### config.mk
export PLATFORM = sky130hd
export DESIGN_NAME = fetch_decode_queue
export DESIGN_NICKNAME = d
export VERILOG_FILES = /design/src/rtl/fetch_decode_queue.sv
export SDC_FILE = /design/constraint.sdc
export NUM_CORES = 1
export LEC_CHECK = 0
export ABC_AREA = 1
export BUFFER_PORTS_ARGS = -buffer_cell sky130_fd_sc_hd__clkbuf_2
export CAP_MARGIN = 0
export CORE_AREA = 2 2 145 147
export DETAILED_ROUTE_END_ITERATION = 7
export DIE_AREA = 0 0 147 149
export PLACE_DENSITY = 0.78
export SYNTH_ARGS = -nofsm -noshare
export SYNTH_HDL_FRONTEND = slang
export SYNTH_SLANG_ARGS = --single-unit
### constraint.sdc
create_clock -name Clk -period 3.9 [get_ports Clk]
set_clock_uncertainty 0.2 [all_clocks]
set_input_delay 0.585 -clock Clk [delete_from_list [all_inputs] [get_ports Clk]]
set_output_delay 0.585 -clock Clk [all_outputs]
set_load 0.005 [all_outputs]
### src/rtl/fetch_decode_queue.sv
// rtl/fetch_decode_queue.sv - FWFT instruction queue between fetch and decode with flush
module fetch_decode_queue #(
  parameter int DEPTH = 4,
  parameter int PTR_W = 2
) (
  input  logic             Clk,
  input  logic             Reset,
  input  logic [31:0]      InInstruction,
  input  logic [31:0]      InPCPlus4,
  input  logic             InValid,
  output logic             InReady,
  output logic [31:0]      OutInstruction,
  output logic [31:0]      OutPCPlus4,
  output logic             OutValid,
  input  logic             OutReady,
  input  logic             Flush,
  output logic [PTR_W:0]   Count
);

  localparam logic [PTR_W:0] FullCount = (PTR_W + 1)'(DEPTH);

  logic [63:0]      mem_q [DEPTH];
  logic [PTR_W-1:0] wr_ptr_q, wr_ptr_d;
  logic [PTR_W-1:0] rd_ptr_q, rd_ptr_d;
  logic [PTR_W:0]   count_q, count_d;
  logic             push, pop;
  logic [63:0]      head;

  // Ready/valid come only from registered state; a full queue refuses a push even while popping
  assign InReady  = (count_q != FullCount);
  assign OutValid = (count_q != '0);
  assign Count    = count_q;

  // Flush cancels both handshakes so the offered entry is dropped and the head is kept
  assign push = InValid & InReady & ~Flush;
  assign pop  = OutValid & OutReady & ~Flush;

  // Head entry, forced to NOP/zero when empty so decode never sees stale storage
  always_comb begin
    head           = mem_q[rd_ptr_q];
    OutInstruction = OutValid ? head[63:32] : 32'h0000_0000;
    OutPCPlus4     = OutValid ? head[31:0]  : 32'h0000_0000;
  end

  // Next-state pointers and occupancy; flush returns everything to the empty origin
  always_comb begin
    wr_ptr_d = wr_ptr_q;
    rd_ptr_d = rd_ptr_q;
    count_d  = count_q;
    if (Flush) begin
      wr_ptr_d = '0;
      rd_ptr_d = '0;
      count_d  = '0;
    end else begin
      if (push) wr_ptr_d = wr_ptr_q + PTR_W'(1);
      if (pop)  rd_ptr_d = rd_ptr_q + PTR_W'(1);
      if (push && !pop)      count_d = count_q + (PTR_W + 1)'(1);
      else if (pop && !push) count_d = count_q - (PTR_W + 1)'(1);
    end
  end

  // Pointer and count registers, cleared asynchronously on reset
  always_ff @(posedge Clk or negedge Reset) begin
    if (!Reset) begin
      wr_ptr_q <= '0;
      rd_ptr_q <= '0;
      count_q  <= '0;
    end else begin
      wr_ptr_q <= wr_ptr_d;
      rd_ptr_q <= rd_ptr_d;
      count_q  <= count_d;
    end
  end

  // Entry storage is never cleared; only the pointers decide what is valid
  always_ff @(posedge Clk) begin
    if (push) mem_q[wr_ptr_q] <= {InInstruction, InPCPlus4};
  end

endmodule

==> results.json, run 1 <==
{
  "outcome": "completed",
  "slew_viol_final": 0,
  "pwr-share-clk": 0.287,
  "synth_seq_cells": 263,
  "maxCapViolCount": 0,
  "vias_per_cell": 5.316,
  "crit_chain": "nor2_4 > nand2_2 > inv_2 > buf_12 > a21oi_1 > clkbuf_2",
  "worstSetupEndpointType": "output port",
  "grtUsageTotal": 0.1907,
  "drtIter0Drc": 524,
  "max_stage_delay_ns": 0.45,
  "cts_tree": "built",
  "ys_warn_count": 0,
  "p_leak_uw": 0.004400,
  "p_switching_uw": 2506,
  "multi_input_area_um2": 2211,
  "clock_latency_ns": 0.51,
  "final_nets": 1023,
  "dp.cells": 1195,
  "initial_core_util": 0.5039,
  "grt_pass1_vias": 6389,
  "max-vdd-ir-drop_mv": 0.4445,
  "finalSetupViolations": 0,
  "coreArea_um2": 20560,
  "ys_seq_area_frac": 0.7590,
  "syn_nets": 894,
  "crit_slowest_cell": "inv_2",
  "fmax_mhz": 330.6,
  "final_cell_mix": "nor2_1, edfxtp_1, clkbuf_2",
  "netlist_area_um2": 10360,
  "die_width_um": 147,
  "cts_buffers": 26,
  "p_seq_frac": 0.425,
  "postRouteAntennaNets": 0,
  "drt_first_pass_iters": 7,
  "holdWs_ns": 0.09032,
  "antennaDiodeCount": 0,
  "hold_path_class": "input pin to flop",
  "powerDensity_nw_per_um2": 651.6,
  "postCtsSetupBuffers": 0,
  "grt_max_degree": 130,
  "gp_congestion": 0.7860,
  "hold_buffers": 1,
  "die_area_um2": 21900,
  "synth_cells": 820,
  "io_pins": 138,
  "place_ws_ns": 1.384,
  "critPathRequiredTime_ns": 3.12,
  "rows": 53,
  "fin_tns_setup_ns": 0,
  "start_kind": "flop",
  "clk_pin_slew_ns": 0.06,
  "antenna_found_initial": 0,
  "setup_ws_ns": 0.8753,
  "fp.dieH_um": 149,
  "syn_to_final_growth_pct": 17.10,
  "swShare": 0.3171,
  "clock-root-buffer": "clkbuf_16",
  "cts_repair_resize_count": 0,
  "synthDistinctLibCells": 23,
  "cp_num_buf_inv": 3,
  "via_count": 6592,
  "crit_fanout": 39,
  "hpwl_um": 11370,
  "rsz0062_at_grt": "false",
  "p_int_uw": 5398,
  "synth_area_per_cell_um2": 12.63,
  "fin_crit_sh": 0.7756,
  "drc_errors": 0,
  "fill_cells": 1596,
  "wl_um": 21320,
  "htreeDepth": 1,
  "overflow": 0,
  "cts.path.max_buffers": 3,
  "final_common_cell": "nor2_1",
  "fin_crit_ns": 3.025,
  "instances_no_fill": 1240,
  "hold_viol_final": 0,
  "arrival_ns": 2.24,
  "grt_pass1_wl_um": 32610,
  "slew_headroom": 0.4500,
  "worst_slew_pin_slew_ns": 0.8250,
  "io_buffers": 137,
  "cts_num_sinks": 263,
  "p_comb_frac": 0.289,
  "critPathTopFamily": "buffers and inverters",
  "seq_area_um2": 7868,
  "wl_per_cell_um": 17.20,
  "criticalPathCategory": "flop to output port",
  "drive_gt1_frac": 0.1990
}
[synthesized netlist by cell type]
cell type | n | area share
nand2_4 | 1 | 0.0011
inv_1 | 16 | 0.0058
xor2_1 | 1 | 0.00085
o21ai_1 | 3 | 0.0014
fa_1 | 1 | 0.0019
buf_4 | 14 | 0.010
ha_1 | 4 | 0.0048
o21ai_0 | 128 | 0.062
nand3_2 | 1 | 0.00097
clkbuf_1 | 20 | 0.0072
buf_2 | 6 | 0.0029
nand2_1 | 16 | 0.0058
buf_1 | 7 | 0.0025
nand3b_1 | 1 | 0.00072
dfrtp_1 | 7 | 0.017
nand3_1 | 3 | 0.0014
edfxtp_1 | 256 | 0.74
a21oi_1 | 69 | 0.033
buf_6 | 1 | 0.0011
inv_2 | 2 | 0.00072
nand2_2 | 1 | 0.00060
nor2_4 | 1 | 0.0011
nor2_1 | 261 | 0.095
[final cells by class]
type	instances	share of cell area
Sequential cell	263	0.6486
Multi-Input combinational cell	491	0.1823
Timing Repair Buffer	149	0.07138
Clock buffer	33	0.05756
Tap cell	275	0.02837
Clock inverter	11	0.006189
Inverter	18	0.005673
[registers in the layout, indices dropped and copies added (netlist names)]
name and count:
rd_ptr_q 2, mem_q 256, wr_ptr_q 2, Count 3
[cell families (layout without fill, tap and decap cells)]
kind of cell             count (synthesis)  after routing  synth area share
AO/OA/AOI/OAI                          200            200           0.09663
XOR/XNOR                                 1              1         0.0008457
adder cells (fa/ha/maj)                  5              5          0.006764
buffers and inverters                   66            211           0.03044
flip-flops                             263            263            0.7590
AND/OR/NAND/NOR                        285            285            0.1063
[path summary, 6_finish.rpt]
| check | from | to | slack, ns | depth (start not counted) |
|---|---|---|---|---|
| worst max-delay path | Count[1] | OutInstruction[18] | 0.88 | 6 |
| worst min-delay path | InInstruction[1] | mem_q[2][33] | 0.09 | 1 |
| worst max register to register | Count[1] | mem_q[0][10] | 1.51 | 7 |
| worst min register to register | Count[1] | Count[1] | 0.42 | 2 |
| max in group asynchronous | Reset | rd_ptr_q[0] | 3.03 | 2 |
| min in group asynchronous | Reset | Count[0] | 0.28 | 2 |
[through the flow]
| step | instance area, um^2 | utilization | power [uW] |
|---|---|---|---|
| 5_1_grt | 12130 | 0.5901 | 8308 |
| 6_report | 12130 | 0.5901 | 7904 |
| 3_5_place_dp | 11350 | 0.5520 | 5707 |
| 2_1_floorplan | 10360 | - | 4744 |
| 4_1_cts | 12130 | 0.5901 | 7979 |
| 3_3_place_gp | 11350 | 0.5520 | 5661 |
[routing by layer]
metal | GRT usage | up-vias | wire, um
li1 | - | 3163 | -
met1 | 0.2431 | 3183 | 8715
met2 | 0.3415 | 213 | 10830
met3 | 0.02905 | 33 | 1351
met4 | 0.05625 | 0 | 424
met5 | 0 | - | 0
[power by group through the flow]
| stage | clock network (uW) | logic, uW | registers (uW) |
|---|---|---|---|
| finish | 2260 | 2280 | 3360 |
| global route | 2420 | 2520 | 3370 |
| CTS | 2310 | 2310 | 3360 |
| detailed placement | 0 | 2290 | 3420 |
| global placement | 0 | 2250 | 3410 |
| floorplan | 0 | 1320 | 3420 |
(Power assumes the default switching activity.)
==> run 2: changes to the inputs <==
==> constraint.sdc (replaced) <==
create_clock -name Clk -period 2.7 [get_ports Clk]
set_clock_uncertainty 0.2 [all_clocks]
set_input_delay 0.405 -clock Clk [delete_from_list [all_inputs] [get_ports Clk]]
set_output_delay 0.405 -clock Clk [all_outputs]
set_load 0.005 [all_outputs]
==> run 2 against run 1 <==
Critical path depth is the same. Hold slack lost 0.054 ns. Sequential power grew 45%. Sequential cell count is the same. Die area is the same. Power grew 54%. Critical endpoint is now OutPCPlus4[31]. Largest cell class unchanged. Highest routed layer unchanged.
==> results.json, run 2 (synthesis results as in run 1) <==
{
  "grt_pass1_vias": 6795,
  "multi_input_area_um2": 2215,
  "grtUsageTotal": 0.1990,
  "holdPathStages": 4,
  "drc_errors": 0,
  "hold_viol_final": 0,
  "grt_max_degree": 75,
  "rsz0062_at_grt": "true",
  "critPathTopFamily": "flip-flops",
  "clk_pin_slew_ns": 0.06,
  "hold_path_class": "input pin to flop",
  "final_common_cell": "nor2_1",
  "cts_tree": "built",
  "overflow": 0,
  "finalSetupViolations": 0,
  "gp_congestion": 0.8091,
  "final_nets": 1099,
  "htreeDepth": 1,
  "die_area_um2": 21900,
  "crit_fanout": 33,
  "worstSetupPathDepth": 6,
  "start_kind": "flop",
  "postRouteAntennaNets": 0,
  "io_buffers": 137,
  "die_width_um": 147,
  "critPathRequiredTime_ns": 2.10,
  "rr_startpoint": "Count[0]",
  "powerDensity_nw_per_um2": 925.6,
  "hp-start": "Flush",
  "hpwl_um": 12330,
  "holdPathEnd": "Count[0]",
  "max-vdd-ir-drop_mv": 0.5528,
  "coreArea_um2": 20560,
  "fin_crit_ns": 2.576,
  "r2r_cells": 7,
  "drt_first_pass_iters": 5,
  "cts_num_sinks": 263,
  "final_cell_mix": "nor2_1, edfxtp_1, clkbuf_2",
  "max_stage_delay_ns": 0.54,
  "syn_to_final_growth_pct": 26.65,
  "max_flop_register": "mem_q",
  "instances_no_fill": 1319,
  "p_leak_uw": 0.004829,
  "drtIter0Drc": 463,
  "dp.cells": 1201,
  "antennaDiodeCount": 0,
  "wl_per_cell_um": 16.88,
  "crit_chain": "buf_8 > nor2_1 > nor2_1 > o21ai_0 > a21oi_1 > clkbuf_2",
  "fmax_mhz": 388.1,
  "maxCapViolCount": 0,
  "vias_per_cell": 5.160,
  "antenna_found_initial": 0,
  "cts_buffers": 26,
  "seq_area_um2": 7870,
  "reg2reg_slack_ns": 0.44,
  "clock-root-buffer": "clkbuf_16",
  "fp.dieH_um": 149,
  "grt_pass1_wl_um": 34370,
  "worst_slew_pin_slew_ns": 0.4181,
  "drive_gt1_frac": 0.2031,
  "slew_headroom": 0.7213,
  "total_power_uw": 12140,
  "crit_slowest_cell": "dfrtp_4",
  "fin_crit_sh": 0.9542,
  "via_count": 6806,
  "fill_cells": 1536,
  "worstReg2RegEnd": "mem_q[3][11]",
  "rows": 53,
  "arrival_ns": 1.97,
  "slew_viol_final": 0,
  "crit_top_cell": "nor2_1",
  "initial_core_util": 0.5039,
  "io_pins": 138,
  "worstSetupEndpointType": "output port",
  "criticalPathCategory": "flop to output port",
  "largest_reg_flops": 256,
  "cp_num_buf_inv": 2,
  "clock_latency_ns": 0.51,
  "cts.path.max_buffers": 3,
  "outcome": "completed",
  "wl_um": 22260
}
## run 2: cell count changes in the layout (fill, tap and decap cells not counted), moves of 2 or more
cell	change
buf_4	+2
bufinv_16	+4
clkbuf_16	+2
clkinvlp_4	+3
buf_12	+4
clkbuf_1	-2
clkinv_1	-3
buf_8	+2
dlygate4sd3_1	+65
## run 2: worst register-to-register path: stages, from the launching register on
cell and delay [ns]:
dfrtp_1 0.44, nor2_4 0.06, nand2_1 0.08, nand2_1 0.10
nor2_1 0.22, inv_1 0.22, nor2_4 0.17, buf_4 0.40
## run 2: routing by layer
metal  vias up  global-route usage  part of all wire
li1       3306                   -                 -
met1      3271              0.2453              0.40
met4         0             0.06202             0.021
met5         -                   0                 0
met3        41             0.03089             0.053
met2       188              0.3641              0.52
## run 2: power by group
group / leakage, uW / switching [uW] / internal [uW]
Combinational: 0.00198 / 2180 / 1350
Sequential: 0.00241 / 115 / 4770
Clock: 0.000430 / 1430 / 2300
## run 2: metrics by stage
stage | hold WS [ns] | setup TNS [ns] | worst slack (ns) | cell area, um^2 | util
final | 0.03602 | 0 | 0.1236 | 13120 | 0.6382
after global placement | 0.05675 | 0 | 0.4837 | 11450 | 0.5572
after floorplan | -0.09059 | -144.13 | -0.5630 | 10370 | -
after detailed placement | 0.05949 | 0 | 0.4389 | 11450 | 0.5572
after global routing | 0.02983 | -0.01221 | -0.007016 | 13120 | 0.6382
after CTS | 0.009655 | 0 | 0.02996 | 13030 | 0.6339
## run 2: layout make-up
class,count,area share
Inverter,18,0.005532
Clock buffer,31,0.05265
Clock inverter,16,0.01583
Timing Repair Buffer,225,0.1310
Sequential cell,263,0.5999
Multi-Input combinational cell,491,0.1688
Tap cell,275,0.02623
## run 2: worst max path at each step
stage | startpoint | endpoint
floorplan | Count[1] | mem_q[0][0]
finish | rd_ptr_q[0] | OutPCPlus4[31]
global placement | rd_ptr_q[0] | OutInstruction[3]
CTS | rd_ptr_q[0] | OutInstruction[14]
detailed placement | rd_ptr_q[0] | OutPCPlus4[28]
global route | rd_ptr_q[0] | OutPCPlus4[20]
## run 2: what timing repair did
action	4_1_cts	5_1_grt
hold endpoints to repair	264	0
gates resized for setup	3	6
buffers inserted	1	2
gates cloned	0	2
pin swaps	0	3
setup endpoints to repair	33	27
hold buffers	66	0
